--- config.mk ---
export PLATFORM = sky130hd
export DESIGN_NAME = uart_rx_fifo
export DESIGN_NICKNAME = d
export VERILOG_FILES = /design/src/rtl/uart_pkg.sv /design/src/rtl/uart_fifo.sv /design/src/rtl/uart_rx_fifo.sv
export SDC_FILE = /design/constraint.sdc
export NUM_CORES = 1
export LEC_CHECK = 0
export BUFFER_PORTS_ARGS = -buffer_cell sky130_fd_sc_hd__buf_2
export CORE_MARGIN = 5
export CORE_UTILIZATION = 40
export DETAILED_ROUTE_END_ITERATION = 16
export PLACE_DENSITY = 0.6
export SETUP_SLACK_MARGIN = 0.02
export SLEW_MARGIN = 20
export SYNTH_ARGS = -nofsm -noshare
export SYNTH_HDL_FRONTEND = slang
export SYNTH_SLANG_ARGS = --single-unit
--- constraint.sdc ---
create_clock -name clk -period 2.2 [get_ports clk]
set_clock_uncertainty 0.2 [all_clocks]
set_input_delay 0.11 -clock clk [delete_from_list [all_inputs] [get_ports clk]]
set_output_delay 0.11 -clock clk [all_outputs]
set_load 0.005 [all_outputs]
--- src/rtl/uart_pkg.sv ---
// uart_pkg: shared UART constants, receive state encoding and bit-timing helpers
//   PARITY_*    : parity mode selectors for the PARITY parameter
//   rx_state_t  : receiver state encoding
//   bit_time()  : clock cycles per bit; cnt_width() : width of a bit-timing down-counter
package uart_pkg;
  localparam int PARITY_NONE = 0;
  localparam int PARITY_ODD  = 1;
  localparam int PARITY_EVEN = 2;

  typedef enum logic [2:0] {
    S_IDLE   = 3'd0,
    S_START  = 3'd1,
    S_DATA   = 3'd2,
    S_PARITY = 3'd3,
    S_STOP1  = 3'd4,
    S_STOP2  = 3'd5,
    S_BREAK  = 3'd6
  } rx_state_t;

  function automatic int bit_time(input int clk_freq, input int baud_rate);
    return clk_freq / baud_rate;
  endfunction

  function automatic int cnt_width(input int clk_freq, input int baud_rate);
    return $clog2(clk_freq / baud_rate);
  endfunction
endpackage

--- src/rtl/uart_fifo.sv ---
// uart_fifo: synchronous FIFO with occupancy count
//   clk, rst_n : clock, asynchronous active-low reset
//   push, din  : write din when not full (or when a pop happens the same cycle)
//   pop, dout  : advance head when not empty; dout is the head entry
//   count      : occupancy; full / empty status flags
module uart_fifo #(
  parameter int WIDTH = 10,
  parameter int DEPTH = 4
) (
  input  logic                     clk,
  input  logic                     rst_n,
  input  logic                     push,
  input  logic                     pop,
  input  logic [WIDTH-1:0]         din,
  output logic [WIDTH-1:0]         dout,
  output logic [$clog2(DEPTH):0]   count,
  output logic                     full,
  output logic                     empty
);
  localparam int AW = $clog2(DEPTH);
  localparam logic [AW:0] FULL_CNT = (AW+1)'(DEPTH);

  logic [WIDTH-1:0] r_mem [DEPTH];
  logic [AW-1:0] r_wp, r_rp;
  logic [AW:0] r_cnt;
  logic w_pop, w_push;

  assign empty  = r_cnt == '0;
  assign full   = r_cnt == FULL_CNT;
  assign w_pop  = pop && !empty;
  assign w_push = push && (!full || w_pop);
  assign dout   = r_mem[r_rp];
  assign count  = r_cnt;

  always_ff @(posedge clk)
    if (w_push) r_mem[r_wp] <= din;

  // pointers are exactly AW bits wide, so they wrap modulo DEPTH for free
  always_ff @(posedge clk or negedge rst_n)
    if (!rst_n) begin
      r_wp  <= '0;
      r_rp  <= '0;
      r_cnt <= '0;
    end else begin
      if (w_push) r_wp <= r_wp + AW'(1);
      if (w_pop) r_rp <= r_rp + AW'(1);
      r_cnt <= r_cnt + {{AW{1'b0}}, w_push} - {{AW{1'b0}}, w_pop};
    end
endmodule

--- src/rtl/uart_rx_fifo.sv ---
// uart_rx_fifo: configurable UART receiver with majority sampling and an error-tagged receive FIFO
//   clk, rst_n : clock, asynchronous active-low reset
//   rx         : asynchronous serial line, idle high
//   rd         : pop head entry (ignored when empty)
//   data, frame_err, parity_err : head entry, all 0 when empty
//   dr         : head valid; count : occupancy
//   overrun    : sticky character-dropped flag, cleared by clr_err
module uart_rx_fifo
  import uart_pkg::*;
#(
  parameter int CLK_FREQ   = 66_000_000,
  parameter int BAUD_RATE  = 9600,
  parameter int DATA_BITS  = 8,
  parameter int PARITY     = 0,
  parameter int STOP_BITS  = 1,
  parameter int FIFO_DEPTH = 4
) (
  input  logic                          clk,
  input  logic                          rst_n,
  input  logic                          rx,
  input  logic                          rd,
  input  logic                          clr_err,
  output logic [DATA_BITS-1:0]          data,
  output logic                          dr,
  output logic                          frame_err,
  output logic                          parity_err,
  output logic                          overrun,
  output logic [$clog2(FIFO_DEPTH):0]   count
);
  localparam int BT = bit_time(CLK_FREQ, BAUD_RATE);
  localparam int CW = cnt_width(CLK_FREQ, BAUD_RATE);
  localparam int EW = DATA_BITS + 2;
  localparam logic [CW-1:0] C_LOAD  = CW'(BT - 1);
  localparam logic [CW-1:0] C_START = CW'(BT - 2);
  localparam logic [CW-1:0] C_S0    = CW'(BT / 2 + 1);
  localparam logic [CW-1:0] C_S1    = CW'(BT / 2);
  localparam logic [CW-1:0] C_S2    = CW'(BT / 2 - 1);

  rx_state_t r_state, w_state_n;
  logic r_rx_m, r_rx_s, r_rx_p;
  logic [CW-1:0] r_cnt;
  logic [2:0] r_idx;
  logic [1:0] r_smp;
  logic [DATA_BITS-1:0] r_data;
  logic r_perr, r_ferr, r_ovr;
  logic w_fall, w_smp, w_end, w_maj, w_last, w_ferr, w_done, w_full, w_empty, w_drop;
  logic [EW-1:0] w_dout;

  assign w_fall = r_rx_p & ~r_rx_s;
  assign w_smp  = r_cnt == C_S2;
  assign w_end  = r_cnt == '0;
  // the two earlier samples plus the live value form the 3-way vote
  assign w_maj  = (r_smp[1] & r_smp[0]) | (r_smp[1] & r_rx_s) | (r_smp[0] & r_rx_s);
  assign w_last = r_idx == 3'(DATA_BITS - 1);
  assign w_ferr = r_ferr | ~w_maj;
  // completing at the last stop sample leaves half a bit to resynchronise on the next start edge
  assign w_done = w_smp && (r_state == S_STOP2 || (r_state == S_STOP1 && STOP_BITS == 1));
  assign w_drop = w_done & w_full & ~rd;

  always_ff @(posedge clk or negedge rst_n)
    if (!rst_n) r_state <= S_IDLE;
    else r_state <= w_state_n;

  always_comb begin
    w_state_n = r_state;
    case (r_state)
      S_IDLE:   w_state_n = w_fall ? S_START : S_IDLE;
      S_START:  w_state_n = (w_smp && w_maj) ? S_IDLE : w_end ? S_DATA : S_START;
      S_DATA:   w_state_n = !(w_end && w_last) ? S_DATA : (PARITY != PARITY_NONE) ? S_PARITY : S_STOP1;
      S_PARITY: w_state_n = w_end ? S_STOP1 : S_PARITY;
      S_STOP1:  w_state_n = w_done ? (w_ferr ? S_BREAK : S_IDLE) : w_end ? S_STOP2 : S_STOP1;
      S_STOP2:  w_state_n = w_done ? (w_ferr ? S_BREAK : S_IDLE) : S_STOP2;
      S_BREAK:  w_state_n = r_rx_s ? S_IDLE : S_BREAK;
      default:  w_state_n = S_IDLE;
    endcase
  end

  always_ff @(posedge clk or negedge rst_n)
    if (!rst_n) begin
      r_rx_m <= 1'b1;
      r_rx_s <= 1'b1;
      r_rx_p <= 1'b1;
      r_cnt  <= '0;
      r_idx  <= '0;
      r_smp  <= '0;
      r_data <= '0;
      r_perr <= 1'b0;
      r_ferr <= 1'b0;
      r_ovr  <= 1'b0;
    end else begin
      r_rx_m <= rx;
      r_rx_s <= r_rx_m;
      r_rx_p <= r_rx_s;
      // the edge is seen one cycle into the start bit, hence BT-2
      r_cnt <= (r_state == S_IDLE && w_fall) ? C_START : w_end ? C_LOAD : r_cnt - CW'(1);
      if (r_cnt == C_S0) r_smp[1] <= r_rx_s;
      if (r_cnt == C_S1) r_smp[0] <= r_rx_s;
      if (r_state == S_IDLE && w_fall) begin
        r_perr <= 1'b0;
        r_ferr <= 1'b0;
      end
      if (r_state == S_START && w_end) r_idx <= '0;
      if (r_state == S_DATA && w_smp) r_data[r_idx] <= w_maj;
      if (r_state == S_DATA && w_end) r_idx <= r_idx + 3'd1;
      if (r_state == S_PARITY && w_smp) r_perr <= (^r_data) ^ w_maj ^ (PARITY == PARITY_ODD);
      if (r_state == S_STOP1 && w_smp) r_ferr <= ~w_maj;
      r_ovr <= w_drop | (r_ovr & ~clr_err);
    end

  uart_fifo #(.WIDTH(EW), .DEPTH(FIFO_DEPTH)) u_fifo (
    .clk   (clk),
    .rst_n (rst_n),
    .push  (w_done),
    .pop   (rd),
    .din   ({r_perr, w_ferr, r_data}),
    .dout  (w_dout),
    .count (count),
    .full  (w_full),
    .empty (w_empty)
  );

  assign dr         = ~w_empty;
  assign data       = w_empty ? '0 : w_dout[DATA_BITS-1:0];
  assign frame_err  = ~w_empty & w_dout[DATA_BITS];
  assign parity_err = ~w_empty & w_dout[DATA_BITS+1];
  assign overrun    = r_ovr;
endmodule

==> metrics, run 1 <==
Cells after Synth=~280; Final setup viols=0; Clock transition at path regs=90 ps; Syn-to-layout area delta=22.5%; PD cells=682 nW/µm²; synth top area cells=edfxtp_1 (31%), dfrtp_1 (25%), mux4_2 (5.8%), ha_1 (3.6%), xnor2_1 (3.2%); Yosys reg bits=82; Slew HR=67.1%; Tmin final=2140 ps; width of the die=108 µm; syn_nets=296; clk sinks=82; largest net degree at the start of global routing=25; final hold violations=0; CTS root buf=clkbuf_8; Cells after DPL=449; GPL Wtd Cong=0.858; Hold WS=approximately 53 ps; non-filler instance count after layout=474; CTS tree=yes; Setup Crit Path Kind=flop to flop; FP Rows=35; Synth Flop Type=edfxtp_1; Critical Path RT=roughly 2200 ps; total wire length=7.14 mm; Max Clk Rate=roughly 0.47 GHz; Cell Area, Placed=4410 µm²; fin util=50.7%; Synth async-reset ratio=roughly half; top-area cell type share of the netlist area=31.1%; crit-path leading delay family=adder cells; Worst-Skew Late Latency=350 ps; filler cell count=834; RSZ-0062 raised after global routing=yes; Hold WC Path Type=input port to asynchronous set/reset pin; io pins=20; setup TNS=0 ps; CP Max Fanout=2; maximum vdd drop=0.430 mV; routed len/inst=15.1 µm; Tcrit/Tclk final=97.3%; global-route wire length before repair=11.8 mm; synthesized cell area=3860 µm²; buffers plus inverters on the worst setup path=1; count leader, synth=edfxtp_1; Worst EP arrival=2180 ps; initial antenna violation count=0; All-Layer GR Usage=13.1%; H-tree depth=3; drt initial violations=140; DIE HEIGHT=108 µm; Post-Syn Area per Cell=13.8 µm²; Pre-antenna DRT Iters=4; setup ws final=58.8 ps; synth unique cells=54; Slowest-stage cell, CP=dfrtp_1; vias in the first global route=about 2400; CP startpoint kind=flop; Seq/Total Area, Yosys=about three fifths; dominant cell type by area after synthesis=edfxtp_1; grt total ovfl=0; CP max stage delay=400 ps; crit path cell chain=or3_4 -> and2_4 -> ha_4 -> inv_2 -> ha_4 -> fa_2 -> xnor2_1; static leakage=2.01 nW; # diodes=0; actual slew at the worst max-slew pin=493 ps; Die ar.=roughly 12000 µm²; max_cap viols=0; number of buffers created by CTS=9; Tot Pwr=3.23 mW; most used cell, CP=ha_4; post-route cell area=4730 µm²; Final HPWL DP=roughly 5.1 mm; crit end category=flop; Antenna Violating Nets Remaining=0; Residual DRC=0; ratio of routed vias to standard cells=5.04; port bufs=19; dpl ws=-69.3 ps; Worst R2R Setup Slack=approximately 59 ps; Nets=357; fraction of layout cells with a size suffix above 1=36.5%; maximum clock insertion buffer count=2; Vias=2390; status=finished, final reports clean; Commonest cells post-synth=edfxtp_1 (40), dfrtp_1 (39), and2_1 (16); Slew Limit Fails=0; count of flip-flops with a built-in enable after synthesis=40; Initial Util=41.4%; core area=9330 µm²; yosys warns=0
-- worst paths after layout --
path,start,end,cells after the start
setup / recovery,u_fifo.count[0],u_fifo.count[2],7
hold / removal,rst_n,r_cnt[7],2
setup reg to reg,u_fifo.count[0],u_fifo.count[2],7
hold reg to reg,r_rx_m,r_rx_s,0
min in group clk,r_rx_m,r_rx_s,0
max in group asynchronous,rst_n,r_rx_s,3
-- sequential cells by signal, summed over array words and instances, names as in the netlist --
name,cells
overrun,1
r_cnt,13
r_data,8
r_ferr,1
r_idx,3
r_perr,1
r_rx_m,1
r_rx_p,1
r_rx_s,1
r_smp,2
r_state,3
u_fifo.count,3
u_fifo.r_mem,40
u_fifo.r_rp,2
u_fifo.r_wp,2
-- per-layer routing --
| layer | global-route usage, % | wire length (µm) |
|---|---|---|
| met4 | 4.15 | 93 |
| met2 | 21.5 | 3520 |
| met3 | 3.52 | 245 |
| met5 | 0 | 0 |
| met1 | 16.8 | 3280 |
-- power by group --
group,total [mW],switching [mW],internal [mW]
sequential,1.74,0.0668,1.67
clock,0.990,0.568,0.422
combinational,0.499,0.241,0.258
total,3.23,0.876,2.35
-- repair_timing --
action / in CTS / in global routing
hold buffers: 4 / 0
pin swaps: 1 / 3
endpoints found under the hold margin: 43 / 0
setup endpoints to repair: 42 / 52
buffers inserted: 1 / 4
gates resized for setup: 5 / 8
-- cells in the final DEF, fill, tap and decap left out, drive strengths merged, types with 2 or more instances in the layout --
cell	count
nand4	3
inv	12
a21boi	2
mux2i	2
or3	4
nand2	15
o31a	2
nor4	6
mux2	11
nor2b	3
edfxtp	40
nor2	15
o31ai	3
xor2	5
clkinvlp	3
nand4b	5
and4	2
dfstp	3
o21ai	5
buf	60
and2	16
dlygate4sd3	4
ha	11
mux4	10
nor4b	5
a311o	2
and3	3
dfrtp	39
clkbuf	10
nand3	10
xnor2	14
nor3	4
-- area by class of cell --
| class | count | area [µm²] | share of cell area [%] |
|---|---|---|---|
| clock buffer | 10 | 128 | 2.70 |
| clock inverter | 6 | 48.8 | 1.03 |
| inverter | 9 | 33.8 | 0.714 |
| multi-input combinational | 174 | 1610 | 34.1 |
| sequential | 82 | 2260 | 47.7 |
| tap | 129 | 161 | 3.41 |
| timing repair buffer | 64 | 493 | 10.4 |
-- cells by family (layout without fill, tap and decap cells) --
logic type	Yosys count	in the layout	share of synthesized area (%)
mux	23	23	9.56
flops	82	82	58.4
simple gates	99	99	16.6
fa+ha+maj	13	13	4.34
xor+xnor	20	20	4.89
compound gates	19	19	3.69
buf+inv	23	89	2.49
No activity file was read; power rests on OpenSTA's default activity.
==> run 2: changes to the inputs <==
--- a/config.mk
+++ b/config.mk
@@ -6,9 +6,11 @@
 export NUM_CORES = 1
 export LEC_CHECK = 0
 export BUFFER_PORTS_ARGS = -buffer_cell sky130_fd_sc_hd__buf_2
+export CORE_ASPECT_RATIO = 1.25
 export CORE_MARGIN = 5
 export CORE_UTILIZATION = 40
 export DETAILED_ROUTE_END_ITERATION = 16
+export HOLD_SLACK_MARGIN = 0.08
 export PLACE_DENSITY = 0.6
 export SETUP_SLACK_MARGIN = 0.02
 export SLEW_MARGIN = 20
==> metrics, run 2 (same netlist as run 1, synthesis figures left out) <==
status=finished, final reports clean; DIE HEIGHT=120 µm; Final HPWL DP=5.06 mm; io pins=20; CP startpoint kind=flop; Final setup viols=0; Worst R2R End=u_fifo.count[1]; crit path launch=r_cnt[7]; Vias=2335; Cell Area, Placed=around 4300 µm²; R2R Path Start=r_cnt[7]; CTS tree=yes; PD cells=807 nW/µm²; clk sinks=slightly above 80; maximum vdd drop=0.394 mV; post-route cell area=approximately 4800 µm²; most frequent cells in the layout=edfxtp_1 (40), dfrtp_1 (39), buf_4 (36); crit end category=flop; fin util=50.5%; number of buffers created by CTS=9; Die ar.=11700 µm²; vias in the first global route=between 2000 and 2500; Slew HR=59.3%; FP Rows=40; Max Clk Rate=around 0.47 GHz; FF-to-FF path depth=6; final hold violations=0; grt total ovfl=0; most common cell after layout, fill and taps aside=edfxtp_1; Tmin final=2140 ps; Cells after DPL=439; max_cap viols=0; Worst EP arrival=2140 ps; Residual DRC=0; width of the die=97.9 µm; setup TNS=0 ps; Setup Crit Path Kind=flop to flop; total wire length=7.05 mm; Nets=353; RSZ-0062 raised after global routing=yes; Pre-antenna DRT Iters=4; top flop regs=u_fifo.r_mem (40), r_cnt (13), r_data (8); GPL Wtd Cong=0.800; Clock transition at path regs=about 60 ps; drt initial violations=108; Largest Register=u_fifo.r_mem; maximum clock insertion buffer count=2; # diodes=0; static leakage=2.05 nW; Antenna Violating Nets Remaining=0; Slew Limit Fails=0; filler cell count=835; fraction of layout cells with a size suffix above 1=35.5%; core area=9510 µm²; H-tree depth=3; max reg flops=40; Worst-Skew Late Latency=330 ps; Hold WC Path Type=input port to asynchronous set/reset pin; largest net degree at the start of global routing=27; ratio of routed vias to standard cells=5.00; Initial Util=roughly two fifths; Tcrit/Tclk final=a little over nine tenths; Worst R2R Setup Slack=60 ps; routed len/inst=15.1 µm; global-route wire length before repair=around 12 mm; actual slew at the worst max-slew pin=610 ps; All-Layer GR Usage=between 10% and 20%; Syn-to-layout area delta=24.4%; initial antenna violation count=0; CP Max Fanout=6; Critical Path RT=2200 ps; Tot Pwr=between 3 and 4 mW; CTS root buf=clkbuf_16; non-filler instance count after layout=467; port bufs=19; CP Capture Point=u_fifo.count[1]
[run 2: changes by cell type in the layout (fill, tap and decap cells not counted), sizes merged]
| cell | delta |
|---|---|
| inv | -2 |
| clkinvlp | -3 |
| clkbuf | +1 |
| clkinv | +2 |
| buf | -4 |
| bufinv | +2 |
[run 2: how the worst min path moves through the flow]
stage	slack, ps	endpoint	cells past startpoint	from
after global routing	160	r_rx_s	0	r_rx_m
after CTS	130	r_ferr	2	rst_n
after floorplan	-390	overrun	0	rst_n
after detailed placement	-40	r_cnt[6]	1	rst_n
final	120	r_cnt[6]	2	rst_n
after global placement	-40	r_cnt[10]	1	rst_n
[run 2: final cells by class]
cell class | instances | area [µm²] | share of cell area (%)
clock buffer | 11 | 243 | 5.05
clock inverter | 5 | 86.3 | 1.80
inverter | 9 | 33.8 | 0.703
multi-input combinational | 174 | 1610 | 33.6
sequential | 82 | 2260 | 46.9
tap | 126 | 158 | 3.28
timing repair buffer | 60 | 417 | 8.67
[run 2: timing repair]
item,4_1_cts,5_1_grt
pin swaps,3,7
hold buffers,4,0
endpoints found under the setup margin,47,50
setup buffers,5,3
hold endpoints to repair,46,0
resized for setup,7,7
[run 2: power breakdown]
part           internal [mW]  switching (mW)  total [mW]
clock network           1.03           0.582        1.61
registers               1.67          0.0722        1.75
logic                  0.268           0.248       0.516
total                   2.98           0.902        3.88
[run 2: stage by stage]
stage | setup WS, ps | hold slack, ps
after floorplan | -53.0 | -386
after global placement | -11.6 | -43.0
after detailed placement | -94.2 | -39.7
after CTS | -13.9 | 132
after global routing | 6.14 | 164
final | 61.7 | 119
[run 2: critical path, cell delays in order, from the launching register on]
cell and delay [ps]:
dfrtp_1 400, nor4b_4 330, nand2_2 120, nor4_4 250, buf_4 180, ha_4 120, fa_2 410
[run 2: per-layer routing]
metal  routed length [µm]  track usage, %  vias to the layer above
met5                    0               0                        -
met4                   63            4.50                        0
met3                  235            3.37                        7
met2                 3690            21.8                       36
met1                 3060            16.1                     1142
li1                     -               -                     1150
